### config.mk
export PLATFORM = sky130hd
export DESIGN_NAME = calcn_engine
export DESIGN_NICKNAME = d
export VERILOG_FILES = /design/src/rtl/calcn_engine.sv
export SDC_FILE = /design/constraint.sdc
export NUM_CORES = 1
export LEC_CHECK = 0
export ABC_AREA = 1
export CORE_MARGIN = 4
export CORE_UTILIZATION = 40
export CTS_CLUSTER_SIZE = 8
export DETAILED_ROUTE_END_ITERATION = 12
export GPL_TIMING_DRIVEN = 0
export SYNTH_ARGS = -nofsm -noshare
export SYNTH_HDL_FRONTEND = slang
export SYNTH_HIERARCHICAL = 1
export SYNTH_SLANG_ARGS = --single-unit
### constraint.sdc
create_clock -name c_clk -period 11.61 [get_ports c_clk]
set_clock_uncertainty 0.05 [all_clocks]
set_input_delay 2.322 -clock c_clk [delete_from_list [all_inputs] [get_ports c_clk]]
set_output_delay 2.322 -clock c_clk [all_outputs]
set_load 0.005 [all_outputs]
### src/rtl/calcn_engine.sv
// Multi-port calculator: NUM_PORTS two-cycle request ports sharing one ALU
// through a round-robin arbiter, one registered response cycle per request.

module calcn_port #(
    parameter int DATA_W = 32
) (
    input  logic              clk,
    input  logic              rst_n,
    input  logic              en,
    input  logic [3:0]        cmd_in,
    input  logic [DATA_W-1:0] data_in,
    input  logic              gnt,
    input  logic [1:0]        alu_resp,
    input  logic [DATA_W-1:0] alu_data,
    output logic              req,
    output logic              busy,
    output logic [3:0]        cmd,
    output logic [DATA_W-1:0] op1,
    output logic [DATA_W-1:0] op2,
    output logic [1:0]        resp,
    output logic [DATA_W-1:0] data
);
    typedef enum logic [1:0] {IDLE, OP2, WAIT} state_t;

    state_t            state_q, state_d;
    logic [3:0]        cmd_q, cmd_d;
    logic [DATA_W-1:0] op1_q, op1_d, op2_q, op2_d, data_q, data_d;
    logic [1:0]        resp_q, resp_d;

    always_ff @(posedge clk or negedge rst_n) begin
        if (!rst_n) begin
            state_q <= IDLE;
            cmd_q   <= '0;
            op1_q   <= '0;
            op2_q   <= '0;
            resp_q  <= '0;
            data_q  <= '0;
        end else begin
            state_q <= state_d;
            cmd_q   <= cmd_d;
            op1_q   <= op1_d;
            op2_q   <= op2_d;
            resp_q  <= resp_d;
            data_q  <= data_d;
        end
    end

    // Response registers default to zero so each result lasts exactly one cycle.
    always_comb begin
        state_d = state_q;
        cmd_d   = cmd_q;
        op1_d   = op1_q;
        op2_d   = op2_q;
        resp_d  = '0;
        data_d  = '0;
        case (state_q)
            IDLE: begin
                if (en && cmd_in != 4'd0) begin
                    cmd_d   = cmd_in;
                    op1_d   = data_in;
                    state_d = OP2;
                end
            end
            OP2: begin
                op2_d   = data_in;
                state_d = WAIT;
            end
            WAIT: begin
                if (gnt) begin
                    resp_d  = alu_resp;
                    data_d  = alu_data;
                    state_d = IDLE;
                end
            end
            default: state_d = IDLE;
        endcase
    end

    assign req  = (state_q == WAIT);
    assign busy = (state_q != IDLE);
    assign cmd  = cmd_q;
    assign op1  = op1_q;
    assign op2  = op2_q;
    assign resp = resp_q;
    assign data = data_q;
endmodule

module calcn_engine #(
    parameter int NUM_PORTS = 4,
    parameter int DATA_W    = 32,
    parameter int SH_W      = $clog2(DATA_W)
) (
    input  logic                          c_clk,
    input  logic                          reset,
    input  logic [4*NUM_PORTS-1:0]        req_cmd_in,
    input  logic [DATA_W*NUM_PORTS-1:0]   req_data_in,
    output logic [2*NUM_PORTS-1:0]        out_resp,
    output logic [DATA_W*NUM_PORTS-1:0]   out_data,
    output logic [NUM_PORTS-1:0]          port_busy
);
    localparam int PTR_W = (NUM_PORTS > 1) ? $clog2(NUM_PORTS) : 1;

    logic [1:0]                         sync_q, sync_d;
    logic [PTR_W-1:0]                   ptr_q, ptr_d, gnt_idx, cand;
    logic                               gnt_vld;
    int                                 arb_idx;
    logic [NUM_PORTS-1:0]               req, gnt;
    logic [NUM_PORTS-1:0][3:0]          p_cmd;
    logic [NUM_PORTS-1:0][DATA_W-1:0]   p_op1, p_op2;
    logic [3:0]                         a_cmd;
    logic [DATA_W-1:0]                  a_op1, a_op2, alu_data;
    logic [1:0]                         alu_resp;
    logic [DATA_W:0]                    sum;
    logic [SH_W-1:0]                    sh;

    always_ff @(posedge c_clk or negedge reset) begin
        if (!reset) begin
            sync_q <= '0;
            ptr_q  <= '0;
        end else begin
            sync_q <= sync_d;
            ptr_q  <= ptr_d;
        end
    end

    assign sync_d = {sync_q[0], 1'b1};

    // Search starts at the pointer; ptr_q < NUM_PORTS so one subtract wraps it.
    always_comb begin
        gnt_vld = 1'b0;
        gnt_idx = '0;
        arb_idx = 0;
        cand    = '0;
        for (int k = 0; k < NUM_PORTS; k++) begin
            arb_idx = int'(ptr_q) + k;
            if (arb_idx >= NUM_PORTS) arb_idx = arb_idx - NUM_PORTS;
            cand = PTR_W'(arb_idx);
            if (!gnt_vld && req[cand]) begin
                gnt_vld = 1'b1;
                gnt_idx = cand;
            end
        end
    end

    always_comb begin
        ptr_d = ptr_q;
        if (gnt_vld)
            ptr_d = (gnt_idx == PTR_W'(NUM_PORTS - 1)) ? '0 : gnt_idx + PTR_W'(1);
    end

    assign a_cmd = p_cmd[gnt_idx];
    assign a_op1 = p_op1[gnt_idx];
    assign a_op2 = p_op2[gnt_idx];
    assign sum   = {1'b0, a_op1} + {1'b0, a_op2};
    assign sh    = a_op2[SH_W-1:0];

    always_comb begin
        alu_resp = 2'd2;
        alu_data = '0;
        case (a_cmd)
            4'd1: if (!sum[DATA_W]) begin alu_resp = 2'd1; alu_data = sum[DATA_W-1:0]; end
            4'd2: if (a_op2 <= a_op1) begin alu_resp = 2'd1; alu_data = a_op1 - a_op2; end
            4'd5: begin alu_resp = 2'd1; alu_data = a_op1 << sh; end
            4'd6: begin alu_resp = 2'd1; alu_data = a_op1 >> sh; end
            default: ;
        endcase
    end

    for (genvar p = 0; p < NUM_PORTS; p++) begin : g_port
        assign gnt[p] = gnt_vld && (gnt_idx == PTR_W'(p));
        calcn_port #(.DATA_W(DATA_W)) u_port (
            .clk      (c_clk),
            .rst_n    (reset),
            .en       (sync_q[1]),
            .cmd_in   (req_cmd_in[p*4 +: 4]),
            .data_in  (req_data_in[p*DATA_W +: DATA_W]),
            .gnt      (gnt[p]),
            .alu_resp (alu_resp),
            .alu_data (alu_data),
            .req      (req[p]),
            .busy     (port_busy[p]),
            .cmd      (p_cmd[p]),
            .op1      (p_op1[p]),
            .op2      (p_op2[p]),
            .resp     (out_resp[p*2 +: 2]),
            .data     (out_data[p*DATA_W +: DATA_W])
        );
    end
endmodule
==> metrics.cfg <==
[yosys]
yosys_warnings=6
postSynthAreaPerCell_um2=6.98
ys_seq_area_share_pct=39.6
ys.flop_type=dfrtp_1
syn_nets=4018
ys_types=53
synth_edf_count=0
async_flop_share_pct=100
synth_area_um2=26500
synth-seq-cells=420
netlist_instances=3801

[cts]
clock_latency_ns=0.66
htree_levels=2
cts_root_buf=clkbuf_16
post_cts_buffers=0
ctsHoldBuffers=0
cts_buffers=58
cts.path.max_buffers=3
ctsResizeCount=0
cts_tree=built
clkTransAtPathRegs_ns=0.05
clock_sinks=420

[drt]
avgRoutedWirePerCell_um=25.4
drt-initial-drc-count=3396
drc=0
ant_nets=0
drt-vias-per-instance=5.60
firstDrtPassIters=7
vias=28076
routed_wirelength_mm=127

[placed_design]
gp_congestion=1.06
portBuffers=285
dp_hpwl_mm=102

[die]
start_util_pct=40.4
core-area_um2=65700
fp.dieH_um=266
pin_count=286
die_x_um=266
rows=94
dieArea_um2=70500

[worst_setup_path]
cp_slowest_cell=o21ai_0
timing.critical_path.mode_cell=nand2_1
cp_data_required_time_ns=12.09
worst_setup_path_start_kind=flip-flop
cp.arrival_ns=8.53
cpPeakStageDelay_ns=0.94
crit_path_end_kind=flip-flop
cp_max_fo=11
critPathKind=reg2reg

[timing]
rsz0062_at_grt=false
worstMarginPinSlew_ns=1.09
slew_viol_final=0
fin_crit_sh_pct=69.3
whs_ns=0.313
finalHoldViolCount=0
min_period_ns=8.05
maxSlewHeadroom_pct=27.1
timing.fmax_mhz=124
setup_viol=0

[worst_hold_path]
hold_path.class=reg2reg

[final_layout]
layout_common_cells=1218 x nand2_1, 785 x nand3_1, 420 x dfrtp_1
final_common_cell=nand2_1
seq_area_um2=10500
nets=4366
multiInputGateArea_um2=13700
drive_above_1_share_pct=7.75
n_fill_cell=6952
syn_to_final_growth_pct=21.0

[global_route]
grt_pass1_wl_mm=181
grt_max_degree=114
grt_pass1_vias=26757
grt_antenna_before_repair=1
gr-total-overflow=0
grt_use_total_pct=35.1

[outcome]
outcome=finished, final reports clean

[job]
maxCapViolCount=0

kinds of logic (layout without fill, tap and decap cells):
family	after synthesis	in the layout	share of synthesized area [%]
other cells	1	2	0.0141
fa+ha+maj	71	71	3.41
compound gates	242	242	5.38
flops	420	420	39.6
buf+inv	502	854	8.61
xor+xnor	39	39	1.29
simple gates	2526	2526	41.7
critical path, delay by kind of cell (launching register included):
kind / cells / cell delay [ns]
compound gates: 5 / 2.20
fa+ha+maj: 1 / 0.32
buf+inv: 9 / 1.57
flops: 1 / 0.35
simple gates: 21 / 3.40
path summary, 6_finish.rpt:
check | cells past startpoint | startpoint | slack [ns] | end
min reg2reg | 0 | sync_q[0] | 0.31 | sync_q[1]
max | 36 | g_port[1].u_port/state_q[0] | 3.56 | g_port[1].u_port/data[19]
max reg2reg | 36 | g_port[1].u_port/state_q[0] | 3.56 | g_port[1].u_port/data[19]
max in group asynchronous | 2 | reset | 8.69 | g_port[3].u_port/op1[2]
min | 0 | sync_q[0] | 0.31 | sync_q[1]
min in group asynchronous | 1 | reset | 1.71 | g_port[0].u_port/op2[21]
sequential cells by signal, indices dropped and copies added, names as in the netlist:
signal / count
g_port.u_port/cmd: 16
g_port.u_port/data: 128
g_port.u_port/op1: 128
g_port.u_port/op2: 128
g_port.u_port/resp: 8
g_port.u_port/state_q: 8
ptr_q: 2
sync_q: 2
cells in the mapped netlist (6+ instances only):
cell      count  area share [%]
nor2_8        6            0.45
buf_2        95             1.8
ha_1         69             3.3
nand3b_1      9            0.25
xor2_1       32             1.1
nand2_2      20            0.47
buf_1        19            0.27
nor2_1      377             5.3
nand4_1      28            0.66
nand3_2       6            0.23
a32oi_1      27            0.89
nor3_1       12            0.23
a21oi_1      91             1.7
nand2_4      11            0.47
or2_2        21            0.50
buf_6        26             1.1
o21ai_1      23            0.43
o21ai_0      60             1.1
dfrtp_1     420              40
or2_1        11            0.26
xnor2_1       7            0.23
inv_1       234             3.3
o21bai_1     10            0.28
buf_4        23            0.65
inv_2        31            0.44
nand2_1    1218              17
a21boi_0      8            0.23
clkbuf_1     74             1.0
nand3_1     785              15
final cells by class:
cell class / instances / share of cell area [%]
sequential: 420 / 32.7
multi-input combinational: 2879 / 42.8
clock inverter: 3 / 0.249
tap: 864 / 3.37
clock buffer: 61 / 4.59
timing repair buffer: 288 / 9.16
antenna: 1 / 0.00779
buffer: 237 / 4.02
inverter: 265 / 3.10
metal layers:
metal	part of all wire (%)	wire length (µm)	up-vias	track usage, %
met4	8.8	11200	4	24.4
met2	45	56900	1482	55.6
met5	0.027	34	-	0
met1	39	49300	13263	44.3
li1	-	-	12936	-
met3	7.7	9740	391	5.12
metrics by stage:
step	instances	worst slack [ns]	cell area [µm²]	TNS [ns]	utilization, %
floorplan	3801	6.64	26500	0	-
global placement	4950	-11.23	30500	-4678.60	46.3
detailed placement	4953	3.91	30600	0	46.5
CTS	5017	3.82	32100	0	48.8
global route	5017	3.22	32100	0	48.8
finish	5018	3.56	32100	0	48.8
Power is left out: the tool's default activity adds up to more than one toggle a clock period on the data nets, which glitch-free logic cannot reach.
